==> config.mk <==
export PLATFORM = sky130hd
export DESIGN_NAME = lfsr_stream_decrypt_flat
export DESIGN_NICKNAME = d
export VERILOG_FILES = /design/src/rtl/lfsr_pkg.sv /design/src/rtl/lfsr_stream_decrypt_if.sv /design/src/rtl/lfsr_keystream.sv /design/src/rtl/lfsr_stream_decrypt.sv /design/src/flat_wrapper.sv
export SDC_FILE = /design/constraint.sdc
export NUM_CORES = 1
export LEC_CHECK = 0
export CORE_UTILIZATION = 45
export DETAILED_ROUTE_END_ITERATION = 8
export PLACE_DENSITY = 0.75
export SYNTH_ARGS = -nofsm -noshare
export SYNTH_HDL_FRONTEND = slang
export SYNTH_SLANG_ARGS = --single-unit
==> constraint.sdc <==
create_clock -name clk -period 2 [get_ports clk]
set_input_delay 0.3 -clock clk [delete_from_list [all_inputs] [get_ports clk]]
set_output_delay 0.3 -clock clk [all_outputs]
set_load 0.1 [all_outputs]
==> src/rtl/lfsr_pkg.sv <==
// Shared LFSR stream-cipher definitions (constants, FSM state, keystream step, CRC-8 update).
// Used by both the encryptor and the decryptor so both ends generate the same keystream.
package lfsr_pkg;

  localparam int LFSR_W = 16;
  localparam int DATA_W = 8;
  localparam logic [LFSR_W-1:0] TAPS         = 16'hB400;
  localparam logic [LFSR_W-1:0] DEFAULT_SEED = 16'hACE1;
  localparam logic [7:0]        CRC_POLY     = 8'h07;

  typedef enum logic {IDLE = 1'b0, RUN = 1'b1} state_t;

  // Galois right-shift LFSR advanced n single-bit steps
  function automatic logic [LFSR_W-1:0] lfsr_step_n(input logic [LFSR_W-1:0] s, input int n);
    logic [LFSR_W-1:0] v;
    v = s;
    for (int i = 0; i < n; i++) begin
      v = v[0] ? ((v >> 1) ^ TAPS) : (v >> 1);
    end
    return v;
  endfunction

  // CRC-8, MSB first, one data byte per call
  function automatic logic [7:0] crc8_update(input logic [7:0] crc, input logic [7:0] d);
    logic [7:0] c;
    c = crc ^ d;
    for (int i = 0; i < 8; i++) begin
      c = c[7] ? ((c << 1) ^ CRC_POLY) : (c << 1);
    end
    return c;
  endfunction

endpackage

==> src/rtl/lfsr_stream_decrypt_if.sv <==
// Ciphertext-in / plaintext-out valid/ready stream bundle for the LFSR decryptor.
interface lfsr_stream_decrypt_if;
  import lfsr_pkg::*;

  logic              in_valid;
  logic [DATA_W-1:0] in_data;
  logic              in_ready;
  logic              out_valid;
  logic [DATA_W-1:0] out_data;
  logic              out_ready;

  modport slave (
    input  in_valid, in_data, out_ready,
    output in_ready, out_valid, out_data
  );

  modport master (
    output in_valid, in_data, out_ready,
    input  in_ready, out_valid, out_data
  );
endinterface

==> src/rtl/lfsr_keystream.sv <==
// Keystream generator: LFSR state with seed load (all-zero seed replaced by the default)
// and a DATA_W-step advance per accepted byte.
module lfsr_keystream
  import lfsr_pkg::*;
(
  input  logic              clk,
  input  logic              rst_n,
  input  logic              ena,
  input  logic              load,
  input  logic [LFSR_W-1:0] seed,
  input  logic              advance,
  output logic [DATA_W-1:0] ks
);

  logic [LFSR_W-1:0] lfsr_p0;

  // stage 0: keystream state
  always_ff @(posedge clk or negedge rst_n) begin
    if (!rst_n) begin
      lfsr_p0 <= DEFAULT_SEED;
    end else if (ena) begin
      if (load) begin
        lfsr_p0 <= (seed == '0) ? DEFAULT_SEED : seed;
      end else if (advance) begin
        lfsr_p0 <= lfsr_step_n(lfsr_p0, DATA_W);
      end
    end
  end

  assign ks = lfsr_p0[DATA_W-1:0];

endmodule

==> src/rtl/lfsr_stream_decrypt.sv <==
// LFSR stream decryptor: ciphertext XOR regenerated keystream, one registered output stage.
// Define LFSR_DECRYPT_CRC_EN to build the running CRC-8 of plaintext; otherwise crc_out is 0.
module lfsr_stream_decrypt
  import lfsr_pkg::*;
(
  input  logic                  clk,
  input  logic                  rst_n,
  input  logic                  ena,
  input  logic                  seed_load,
  input  logic [LFSR_W-1:0]     seed_in,
  lfsr_stream_decrypt_if.slave  strm,
  output logic [15:0]           byte_count,
  output logic [7:0]            crc_out
);

  state_t            state, state_nxt;
  logic              ready, accept, drain;
  logic [DATA_W-1:0] ks;
  logic              vld_p1;
  logic [DATA_W-1:0] data_p1;
  logic [15:0]       count_p1;

  lfsr_keystream u_keystream (
    .clk     (clk),
    .rst_n   (rst_n),
    .ena     (ena),
    .load    (seed_load),
    .seed    (seed_in),
    .advance (accept),
    .ks      (ks)
  );

  always_ff @(posedge clk or negedge rst_n) begin
    if (!rst_n)   state <= IDLE;
    else if (ena) state <= state_nxt;
  end

  always_comb begin
    state_nxt = state;
    case (state)
      IDLE: if (!seed_load && accept) state_nxt = RUN;
      RUN:  if (seed_load)            state_nxt = IDLE;
      default:                        state_nxt = IDLE;
    endcase
  end

  always_comb begin
    ready  = ena && !seed_load && (!vld_p1 || strm.out_ready);
    accept = strm.in_valid && ready;
    drain  = ena && vld_p1 && strm.out_ready;
  end

  // stage 1: plaintext output register; seed_load drops any pending byte
  always_ff @(posedge clk or negedge rst_n) begin
    if (!rst_n) begin
      vld_p1  <= 1'b0;
      data_p1 <= '0;
    end else if (ena) begin
      if (seed_load) begin
        vld_p1 <= 1'b0;
      end else if (accept) begin
        vld_p1  <= 1'b1;
        data_p1 <= strm.in_data ^ ks;
      end else if (drain) begin
        vld_p1 <= 1'b0;
      end
    end
  end

  always_ff @(posedge clk or negedge rst_n) begin
    if (!rst_n) begin
      count_p1 <= '0;
    end else if (ena) begin
      if (seed_load)  count_p1 <= '0;
      else if (drain) count_p1 <= count_p1 + 16'd1;
    end
  end

`ifdef LFSR_DECRYPT_CRC_EN
  logic [7:0] crc_p1;

  always_ff @(posedge clk or negedge rst_n) begin
    if (!rst_n) begin
      crc_p1 <= '0;
    end else if (ena) begin
      if (seed_load)  crc_p1 <= '0;
      else if (drain) crc_p1 <= crc8_update(crc_p1, data_p1);
    end
  end

  assign crc_out = crc_p1;
`else
  assign crc_out = 8'h00;
`endif

  assign strm.in_ready  = ready;
  assign strm.out_valid = vld_p1;
  assign strm.out_data  = data_p1;
  assign byte_count     = count_p1;

endmodule

==> src/flat_wrapper.sv <==
// flat-port wrapper written by rule: the top's interface ports become plain ports
module lfsr_stream_decrypt_flat import lfsr_pkg::*;
  (clk, rst_n, ena, seed_load, seed_in, byte_count, crc_out, strm_in_valid, strm_in_data, strm_out_ready, strm_in_ready, strm_out_valid, strm_out_data);
  lfsr_stream_decrypt_if strm_i ();
  input  logic clk;
  input  logic rst_n;
  input  logic ena;
  input  logic seed_load;
  input  logic [LFSR_W-1:0] seed_in;
  output logic [15:0] byte_count;
  output logic [7:0] crc_out;
  input wire logic [$bits(strm_i.in_valid)-1:0] strm_in_valid;
  input wire logic [$bits(strm_i.in_data)-1:0] strm_in_data;
  input wire logic [$bits(strm_i.out_ready)-1:0] strm_out_ready;
  output wire logic [$bits(strm_i.in_ready)-1:0] strm_in_ready;
  output wire logic [$bits(strm_i.out_valid)-1:0] strm_out_valid;
  output wire logic [$bits(strm_i.out_data)-1:0] strm_out_data;
  assign strm_i.in_valid = strm_in_valid;
  assign strm_i.in_data = strm_in_data;
  assign strm_i.out_ready = strm_out_ready;
  assign strm_in_ready = strm_i.in_ready;
  assign strm_out_valid = strm_i.out_valid;
  assign strm_out_data = strm_i.out_data;
  lfsr_stream_decrypt u_core (.clk(clk), .rst_n(rst_n), .ena(ena), .seed_load(seed_load), .seed_in(seed_in), .strm(strm_i), .byte_count(byte_count), .crc_out(crc_out));
endmodule
==> report_table.html, run 1 <==
<table>
<tr><th>Metric</th><th>Value</th></tr>
<tr><th colspan="2">Synthesis</th></tr>
<tr><td>Sequential element share of the synthesized area</td><td>44.3%</td></tr>
<tr><td>Number of library cell types mapped by synthesis</td><td>48</td></tr>
<tr><td>Number of register bits inferred by synthesis</td><td>41</td></tr>
<tr><td>Post-Synthesis Mean Instance Area</td><td>10.4 um^2</td></tr>
<tr><td>Main flop type after synthesis</td><td>sky130_fd_sc_hd__dfrtp_1</td></tr>
<tr><td>Mapped Area</td><td>2340 um^2</td></tr>
<tr><td>Number of enable flip-flop cells after synthesis</td><td>0</td></tr>
<tr><td>Async S/R FF share, synth</td><td>100%</td></tr>
<tr><td>YS warnings</td><td>0</td></tr>
<tr><td>Instance count of the mapped netlist</td><td>225</td></tr>
<tr><th colspan="2">Timing</th></tr>
<tr><td>Accumulated negative setup slack</td><td>0 ps</td></tr>
<tr><td>Fin. max-slew vios</td><td>0</td></tr>
<tr><td>Worst Skew</td><td>10.7 ps</td></tr>
<tr><td>Post-route worst setup slack</td><td>138 ps</td></tr>
<tr><td>Final-report setup violation count</td><td>0</td></tr>
<tr><td>Slew of the pin with the lowest slew margin</td><td>518 ps</td></tr>
<tr><td>Post-route minimum period</td><td>1860 ps</td></tr>
<tr><td>Final hold violations</td><td>0</td></tr>
<tr><td>Relative slew slack</td><td>65.5%</td></tr>
<tr><td>Top achievable clock speed</td><td>537 MHz</td></tr>
<tr><td>Setup repair after global routing missed its margin</td><td>no</td></tr>
<tr><td>Post-route clock period utilization</td><td>93.1%</td></tr>
<tr><th colspan="2">CTS</th></tr>
<tr><td>Cts hold-fix bufs</td><td>0</td></tr>
<tr><td>Clk Tree Root Cell</td><td>sky130_fd_sc_hd__clkbuf_8</td></tr>
<tr><td>Maximum level of the CTS H-tree</td><td>2</td></tr>
<tr><td>Worst skew pair latency</td><td>290 ps</td></tr>
<tr><td>Reg clk slew, reported paths</td><td>80 ps</td></tr>
<tr><td>Sink Count</td><td>41</td></tr>
<tr><td>CTS Buffer Depth</td><td>2</td></tr>
<tr><td>TritonCTS buffer count</td><td>5</td></tr>
<tr><td>Number of cells upsized or downsized after cts</td><td>0</td></tr>
<tr><td>Postcts setup bufs</td><td>0</td></tr>
<tr><td>Clock tree from TritonCTS</td><td>yes</td></tr>
<tr><th colspan="2">Worst setup path</th></tr>
<tr><td>Reg2Reg Depth</td><td>4</td></tr>
<tr><td>Maximum net fanout on the critical path</td><td>4</td></tr>
<tr><td>Kind of end point of the critical path</td><td>output port</td></tr>
<tr><td>Count of buffer and inverter cells on the critical path</td><td>3</td></tr>
<tr><td>RR Startpoint</td><td>u_core.strm.out_valid$_DFFE_PN0P_</td></tr>
<tr><td>Flop-to-flop setup slack</td><td>480 ps</td></tr>
<tr><td>Sequence of cells on the critical path</td><td>clkdlybuf4s50_1 &gt; nor2b_1 &gt; buf_4 &gt; nor3b_4 &gt; buf_12</td></tr>
<tr><td>Master of the slowest instance on the critical path</td><td>sky130_fd_sc_hd__clkdlybuf4s50_1</td></tr>
<tr><td>Total number of cells along the worst setup path</td><td>5</td></tr>
<tr><td>R2R Path End</td><td>u_core.strm.out_data[5]$_DFFE_PN0P_</td></tr>
<tr><td>Maximum single-stage delay on the critical path</td><td>580 ps</td></tr>
<tr><td>Startpoint of the most critical setup path</td><td>strm_out_ready</td></tr>
<tr><td>Path type of the worst setup path</td><td>primary input to output port</td></tr>
<tr><td>Crit path arrival time</td><td>1560 ps</td></tr>
<tr><td>Cell family contributing the most delay on the critical path</td><td>buffers and inverters</td></tr>
<tr><td>CP startpoint kind</td><td>primary input</td></tr>
<tr><td>Required time at the endpoint of the critical path</td><td>1700 ps</td></tr>
<tr><td>Crit path to</td><td>strm_in_ready</td></tr>
<tr><th colspan="2">Power</th></tr>
<tr><td>Clk pwr share</td><td>16.3%</td></tr>
<tr><td>Sequential power share</td><td>36.4%</td></tr>
<tr><td>Internal power consumption</td><td>1.87 mW</td></tr>
<tr><td>Maximum resistive drop on vdd</td><td>824 uV</td></tr>
<tr><td>Switching power</td><td>1.58 mW</td></tr>
<tr><td>Combinational Power Share</td><td>47.3%</td></tr>
<tr><td>Proportion of total power due to net switching</td><td>45.8%</td></tr>
<tr><td>Power density of the placed cells</td><td>1150 nW/um^2</td></tr>
<tr><td>Leak Pwr</td><td>1.30 nW</td></tr>
<tr><th colspan="2">Route</th></tr>
<tr><td>Routed WL</td><td>4940 um</td></tr>
<tr><td>Routed via count divided by cell count</td><td>5.11</td></tr>
<tr><td>Total met3 wirelength after detailed routing</td><td>202 um</td></tr>
<tr><td>Via count</td><td>1794</td></tr>
<tr><td>Remaining routing DRC violations</td><td>0</td></tr>
<tr><td>WL/cell</td><td>14.1 um</td></tr>
<tr><td>WL met2</td><td>2500 um</td></tr>
<tr><td>Top Metal Used</td><td>met4</td></tr>
<tr><td>Post-Route M1 WL</td><td>2190 um</td></tr>
<tr><td>Post-route antenna net violation count</td><td>0</td></tr>
<tr><td>Number of violations reported at the end of detailed-routing iteration 0</td><td>48</td></tr>
<tr><td>First-pass detailed-route iteration total</td><td>4</td></tr>
<tr><th colspan="2">Run status</th></tr>
<tr><td>Run status</td><td>complete, no violations</td></tr>
<tr><th colspan="2">Floorplan</th></tr>
<tr><td>Row count</td><td>25</td></tr>
<tr><td>Die W</td><td>74.1 um</td></tr>
<tr><td>Die Area</td><td>5490 um^2</td></tr>
<tr><td>Core box area</td><td>4850 um^2</td></tr>
<tr><td>Initial cell density of the core</td><td>48.2%</td></tr>
<tr><td>Die outline height</td><td>74.1 um</td></tr>
<tr><td>Count of pins on the block boundary</td><td>64</td></tr>
<tr><th colspan="2">Placed design</th></tr>
<tr><td>Count of input and output buffers</td><td>55</td></tr>
<tr><td>Pre-CTS worst setup slack</td><td>105 ps</td></tr>
<tr><td>Placer's final routability congestion estimate</td><td>0.823</td></tr>
<tr><td>Detailed placer's ending HPWL</td><td>3700 um</td></tr>
<tr><td>Placed Instances</td><td>343</td></tr>
<tr><th colspan="2">Finish</th></tr>
<tr><td>Final non-filler cell total</td><td>351</td></tr>
<tr><td>Share of cells above drive strength 1</td><td>25.7%</td></tr>
<tr><td>Syn-to-layout area delta</td><td>27.8%</td></tr>
<tr><td>Most common cell after layout, fill and taps aside</td><td>sky130_fd_sc_hd__buf_4</td></tr>
<tr><td>Number of diodes</td><td>0</td></tr>
<tr><td>Final nets</td><td>314</td></tr>
<tr><td>Utilization after layout</td><td>61.6%</td></tr>
<tr><td>Most frequent cells in the layout</td><td>34 x sky130_fd_sc_hd__buf_4, 28 x sky130_fd_sc_hd__clkdlybuf4s50_1, 25 x sky130_fd_sc_hd__dfrtp_1</td></tr>
<tr><th colspan="2">Global routing</th></tr>
<tr><td>Initial antenna violation count</td><td>0</td></tr>
<tr><td>Wire length of the first global-routing pass</td><td>8180 um</td></tr>
<tr><td>Pin count of the biggest net entering global routing</td><td>42</td></tr>
<tr><td>Total global-route track usage</td><td>19.7%</td></tr>
<tr><td>GRT Residual Overflow</td><td>0</td></tr>
<tr><td>Vias in the first global route</td><td>1731</td></tr>
<tr><th colspan="2">Run</th></tr>
<tr><td>Max cap viols</td><td>0</td></tr>
<tr><th colspan="2">Min path</th></tr>
<tr><td>Classification of the worst-slack hold path</td><td>primary input to async pin</td></tr>
</table>
-- metal layers --
metal / global-route usage, % / up-vias
li1: - / 878
met1: 25.3 / 864
met2: 33.8 / 46
met3: 3.93 / 6
met4: 5.77 / 0
met5: 0 / -
-- state kept, by name, indices dropped and copies added, names as in the netlist --
register,flops
u_core.byte_count,16
u_core.strm.out_data,8
u_core.strm.out_valid,1
u_core.u_keystream.lfsr_p0,16
-- worst register-to-register path, stage by stage, from the launching register on --
cell and delay (ps):
sky130_fd_sc_hd__dfrtp_2 450, sky130_fd_sc_hd__nor2b_1 160, sky130_fd_sc_hd__o21a_2 260, sky130_fd_sc_hd__nor2_8 180
sky130_fd_sc_hd__mux2_1 360
-- power by group through the flow --
| stage | clock (mW) | combinational [mW] | sequential, mW |
|---|---|---|---|
| global placement | 0 | 1.61 | 1.26 |
| finish | 0.562 | 1.63 | 1.26 |
| detailed placement | 0 | 1.63 | 1.27 |
| floorplan | 0 | 0.717 | 1.81 |
| CTS | 0.573 | 1.64 | 1.26 |
| global route | 0.614 | 1.72 | 1.28 |
-- metrics by stage --
stage	cell area, um^2	hold slack [ps]	total power [mW]
after floorplan	2380	4.41	2.53
after global placement	2900	396	2.87
after detailed placement	2900	397	2.90
after CTS	2990	72.5	3.47
after global routing	2990	92.9	3.61
final	2990	55.5	3.45
-- worst min path at each step --
stage / start / endpoint / cells past startpoint / slack [ps]
after floorplan: rst_n / u_core.byte_count[0]$_DFFE_PN0P_ / 0 / 4
after global placement: rst_n / u_core.byte_count[4]$_DFFE_PN0P_ / 2 / 400
after detailed placement: rst_n / u_core.byte_count[4]$_DFFE_PN0P_ / 2 / 400
after CTS: rst_n / u_core.byte_count[4]$_DFFE_PN0P_ / 2 / 70
after global routing: rst_n / u_core.byte_count[4]$_DFFE_PN0P_ / 2 / 90
final: rst_n / u_core.byte_count[4]$_DFFE_PN0P_ / 2 / 60
-- area by class of cell --
class / instances / area, um^2
fill: 427 / 1860
multi-input combinational: 169 / 1200
sequential: 41 / 1050
timing repair buffer: 64 / 561
clock buffer: 8 / 90.1
tap: 67 / 83.8
inverter: 2 / 7.51
-- synthesized netlist by cell type, types with 3 or more instances --
cell type,instances,area (um^2)
sky130_fd_sc_hd__o22ai_1,6,37.5
sky130_fd_sc_hd__nand3_1,5,25.0
sky130_fd_sc_hd__dfstp_2,8,210
sky130_fd_sc_hd__mux2i_1,7,70.1
sky130_fd_sc_hd__mux2_1,8,90.1
sky130_fd_sc_hd__a21oi_1,4,20.0
sky130_fd_sc_hd__buf_4,9,67.6
sky130_fd_sc_hd__xor2_1,12,105
sky130_fd_sc_hd__xnor2_1,23,201
sky130_fd_sc_hd__nand2_1,24,90.1
sky130_fd_sc_hd__nor4_1,4,25.0
sky130_fd_sc_hd__o21ai_0,14,70.1
sky130_fd_sc_hd__dfrtp_1,33,826
sky130_fd_sc_hd__nor2_1,16,60.1
sky130_fd_sc_hd__buf_2,4,20.0
sky130_fd_sc_hd__nor4_2,3,37.5
sky130_fd_sc_hd__a21o_1,3,22.5
-- kinds of logic (layout without fill, tap and decap cells) --
logic type | Yosys count | in the layout | synth area share (%)
simple gates | 70 | 70 | 17.7
mux | 16 | 16 | 7.33
xor+xnor | 35 | 35 | 13.1
other cells | 1 | 8 | 0.160
buf+inv | 22 | 74 | 5.94
fa+ha+maj | 1 | 1 | 0.535
flops | 41 | 41 | 44.3
compound gates | 39 | 39 | 10.9
Note: power is estimated with default switching activity, not from simulation.
==> run 2: changes to the inputs <==
--- a/config.mk
+++ b/config.mk
@@ -5,9 +5,9 @@
 export SDC_FILE = /design/constraint.sdc
 export NUM_CORES = 1
 export LEC_CHECK = 0
-export CORE_UTILIZATION = 45
+export CORE_UTILIZATION = 44
 export DETAILED_ROUTE_END_ITERATION = 8
-export PLACE_DENSITY = 0.75
+export PLACE_DENSITY = 0.77
 export SYNTH_ARGS = -nofsm -noshare
 export SYNTH_HDL_FRONTEND = slang
 export SYNTH_SLANG_ARGS = --single-unit
==> constraint.sdc (replaced) <==
create_clock -name clk -period 1.5 [get_ports clk]
set_input_delay 0.225 -clock clk [delete_from_list [all_inputs] [get_ports clk]]
set_output_delay 0.225 -clock clk [all_outputs]
set_load 0.1 [all_outputs]
==> run 2 against run 1 <==
  * Sequential cell count unchanged
  * Non-clock buffer count increased by 32
  * Routed wire length increased by 25%
  * Critical path depth decreased by 1
  * Worst hold slack improved by 360 ps
  * Power increased by 55%
  * The flow now finishes with violations (setup timing)
  * Clock power increased by 34%
  * Clock skew decreased by 5.8 ps
==> report_table.html, run 2 (synthesis gave the netlist of run 1 again) <==
<table>
<tr><th>Metric</th><th>Value</th></tr>
<tr><th colspan="2">Finish</th></tr>
<tr><td>Most common cell after layout, fill and taps aside</td><td>sky130_fd_sc_hd__buf_4</td></tr>
<tr><td>Most frequent cells in the layout</td><td>31 x sky130_fd_sc_hd__buf_4, 29 x sky130_fd_sc_hd__buf_12, 25 x sky130_fd_sc_hd__clkdlybuf4s50_1</td></tr>
<tr><td>Syn-to-layout area delta</td><td>64.6%</td></tr>
<tr><td>Number of filler instances in the final layout</td><td>323 (-24%)</td></tr>
<tr><td>Number of diodes</td><td>0 (unchanged)</td></tr>
<tr><td>Final nets</td><td>347 (+11%)</td></tr>
<tr><td>Post-route cell area</td><td>3850 um^2 (+29%)</td></tr>
<tr><td>Share of cells above drive strength 1</td><td>42.9% (+17 points)</td></tr>
<tr><th colspan="2">Worst setup path</th></tr>
<tr><td>R2R Path End</td><td>u_core.strm.out_data[1]$_DFFE_PN0P_</td></tr>
<tr><td>RR Startpoint</td><td>u_core.strm.out_valid$_DFFE_PN0P_</td></tr>
<tr><td>Count of buffer and inverter cells on the critical path</td><td>2 (-1)</td></tr>
<tr><td>Cell family contributing the most delay on the critical path</td><td>flip-flops</td></tr>
<tr><td>Maximum single-stage delay on the critical path</td><td>470 ps (-110 ps)</td></tr>
<tr><td>Reg2Reg Depth</td><td>5 (+1)</td></tr>
<tr><td>Sequence of cells on the critical path</td><td>nor2b_4 &gt; buf_6 &gt; nor3b_4 &gt; buf_12</td></tr>
<tr><td>Maximum net fanout on the critical path</td><td>2 (-2)</td></tr>
<tr><td>CP startpoint kind</td><td>flop</td></tr>
<tr><td>Master of the slowest instance on the critical path</td><td>sky130_fd_sc_hd__dfrtp_4</td></tr>
<tr><td>Path type of the worst setup path</td><td>flop to output port</td></tr>
<tr><td>Required time at the endpoint of the critical path</td><td>1270 ps (-430 ps)</td></tr>
<tr><td>Flop-to-flop setup slack</td><td>-140 ps (-620 ps)</td></tr>
<tr><td>Kind of end point of the critical path</td><td>output port</td></tr>
<tr><td>Crit path arrival time</td><td>1430 ps (-130 ps)</td></tr>
<tr><th colspan="2">Run status</th></tr>
<tr><td>Run status</td><td>complete, but fails checks</td></tr>
<tr><td>Violated checks</td><td>setup timing</td></tr>
<tr><th colspan="2">Global routing</th></tr>
<tr><td>Total global-route track usage</td><td>23.0% (+3.3 points)</td></tr>
<tr><td>Pin count of the biggest net entering global routing</td><td>33 (-21%)</td></tr>
<tr><td>Wire length of the first global-routing pass</td><td>9510 um (+16%)</td></tr>
<tr><td>Vias in the first global route</td><td>1998 (+15%)</td></tr>
<tr><td>GRT Residual Overflow</td><td>0 (unchanged)</td></tr>
<tr><td>Initial antenna violation count</td><td>0 (unchanged)</td></tr>
<tr><th colspan="2">Power</th></tr>
<tr><td>Leak Pwr</td><td>1.65 nW (+27%)</td></tr>
<tr><td>Total design power</td><td>5.33 mW (+55%)</td></tr>
<tr><td>Power density of the placed cells</td><td>1380 nW/um^2 (+20%)</td></tr>
<tr><td>Maximum resistive drop on vdd</td><td>1500 uV (+82%)</td></tr>
<tr><th colspan="2">CTS</th></tr>
<tr><td>Sink Count</td><td>41 (unchanged)</td></tr>
<tr><td>Worst skew pair latency</td><td>290 ps (about the same)</td></tr>
<tr><td>CTS Buffer Depth</td><td>2 (unchanged)</td></tr>
<tr><td>Reg clk slew, reported paths</td><td>80 ps (about the same)</td></tr>
<tr><td>Clk Tree Root Cell</td><td>sky130_fd_sc_hd__clkbuf_8</td></tr>
<tr><td>Clock tree from TritonCTS</td><td>yes</td></tr>
<tr><td>TritonCTS buffer count</td><td>5 (unchanged)</td></tr>
<tr><td>Maximum level of the CTS H-tree</td><td>2 (unchanged)</td></tr>
<tr><th colspan="2">Floorplan</th></tr>
<tr><td>Die Area</td><td>5610 um^2 (+2.2%)</td></tr>
<tr><td>Die W</td><td>74.9 um (+1.1%)</td></tr>
<tr><td>Initial cell density of the core</td><td>45.8% (-2.4 points)</td></tr>
<tr><td>Die outline height</td><td>74.9 um (+1.1%)</td></tr>
<tr><td>Core box area</td><td>5110 um^2 (+5.3%)</td></tr>
<tr><td>Row count</td><td>26 (+4.0%)</td></tr>
<tr><td>Count of pins on the block boundary</td><td>64 (unchanged)</td></tr>
<tr><th colspan="2">Run</th></tr>
<tr><td>Max cap viols</td><td>0 (unchanged)</td></tr>
<tr><th colspan="2">Timing</th></tr>
<tr><td>Post-route clock period utilization</td><td>111%</td></tr>
<tr><td>Top achievable clock speed</td><td>603 MHz</td></tr>
<tr><td>Post-route worst setup slack</td><td>-160 ps (-298 ps)</td></tr>
<tr><td>Setup repair after global routing missed its margin</td><td>yes</td></tr>
<tr><td>Fin. max-slew vios</td><td>0 (unchanged)</td></tr>
<tr><td>Final hold violations</td><td>0 (unchanged)</td></tr>
<tr><td>Final-report setup violation count</td><td>12 (+12)</td></tr>
<tr><td>Accumulated negative setup slack</td><td>-1210 ps (-1210 ps)</td></tr>
<tr><td>Post-route minimum period</td><td>1660 ps</td></tr>
<tr><td>Worst Skew</td><td>4.92 ps (-5.83 ps)</td></tr>
<tr><th colspan="2">Route</th></tr>
<tr><td>Routed WL</td><td>6170 um (+25%)</td></tr>
<tr><td>WL/cell</td><td>15.9 um (+13%)</td></tr>
<tr><td>Remaining routing DRC violations</td><td>0 (unchanged)</td></tr>
<tr><td>Number of violations reported at the end of detailed-routing iteration 0</td><td>99 (+110%)</td></tr>
<tr><td>Via count</td><td>2021 (+13%)</td></tr>
<tr><td>First-pass detailed-route iteration total</td><td>4 (unchanged)</td></tr>
<tr><td>Routed via count divided by cell count</td><td>5.22 (+2.2%)</td></tr>
<tr><td>Post-route antenna net violation count</td><td>0 (unchanged)</td></tr>
<tr><th colspan="2">Placed design</th></tr>
<tr><td>Post-placement cell area</td><td>3530 um^2 (+22%)</td></tr>
<tr><td>Placer's final routability congestion estimate</td><td>0.890 (+8.2%)</td></tr>
<tr><td>Count of input and output buffers</td><td>55 (unchanged)</td></tr>
<tr><td>Detailed placer's ending HPWL</td><td>4430 um (+20%)</td></tr>
<tr><th colspan="2">Min path</th></tr>
<tr><td>Classification of the worst-slack hold path</td><td>primary input to async pin</td></tr>
</table>
## run 2: cell count changes in the layout (fill, tap and decap cells not counted), sizes merged
cell and change:
dlygate4sd3 +1, dlygate4sd2 +2, dlymetal6s2s +1, clkbuf +1, nor2 +1, clkdlybuf4s50 -3
buf +30
## run 2: metal layers
| layer | GRT usage, % | up-vias | wire length, um |
|---|---|---|---|
| met5 | 0 | - | 0 |
| li1 | - | 947 | - |
| met1 | 27.9 | 988 | 2520 |
| met4 | 6.50 | 0 | 135 |
| met3 | 3.75 | 12 | 241 |
| met2 | 42.1 | 74 | 3280 |
## run 2: timing repair
item / CTS / global route
cloned: 1 / 2
resized for setup: 4 / 38
pin swaps: 5 / 9
endpoints found under the setup margin: 16 / 22
setup buffers: 5 / 2
hold buffers: 1 / 0
hold endpoints to repair: 10 / 0
## run 2: worst register-to-register path, delay by kind of cell, from the launching register on
family | cells | cell delay (ps)
flops | 1 | 470
buf+inv | 1 | 140
mux | 1 | 330
compound gates | 1 | 260
simple gates | 2 | 340
## run 2: how the worst max path moves through the flow
stage / start / endpoint / cells past startpoint
final: u_core.strm.out_valid$_DFFE_PN0P_ / strm_in_ready / 4
after CTS: u_core.strm.out_valid$_DFFE_PN0P_ / strm_in_ready / 4
after floorplan: u_core.strm.out_valid$_DFFE_PN0P_ / strm_in_ready / 2
after global routing: u_core.strm.out_valid$_DFFE_PN0P_ / strm_in_ready / 4
after detailed placement: strm_out_ready / u_core.byte_count[13]$_DFFE_PN0P_ / 5
after global placement: strm_out_ready / u_core.byte_count[13]$_DFFE_PN0P_ / 5
## run 2: cell type report
class                   instances  area [um^2]  share of cell area [%]
multi-input cells             170         1390                    36.1
well taps                      70         87.6                    2.28
clock buffers                   8         90.1                    2.34
flip-flops and latches         41         1080                    28.1
repair buffers                 96         1190                    30.9
inverters                       2         7.51                   0.195
## run 2: through the flow
stage / worst slack (ps) / cells / hold WS [ps] / util, %
after global placement: -327 / 368 / 187 / 69.1
final: -160 / 387 / 412 / 75.3
after CTS: -166 / 383 / 415 / 72.4
after global routing: -200 / 387 / 470 / 75.3
after detailed placement: -385 / 368 / 191 / 69.1
after floorplan: -383 / 232 / -70.6 / -
## run 2: power breakdown
part           total, mW  internal, mW  switching (mW)
clock              0.751         0.376           0.375
combinational       2.83          1.20            1.63
sequential          1.74          1.42           0.321
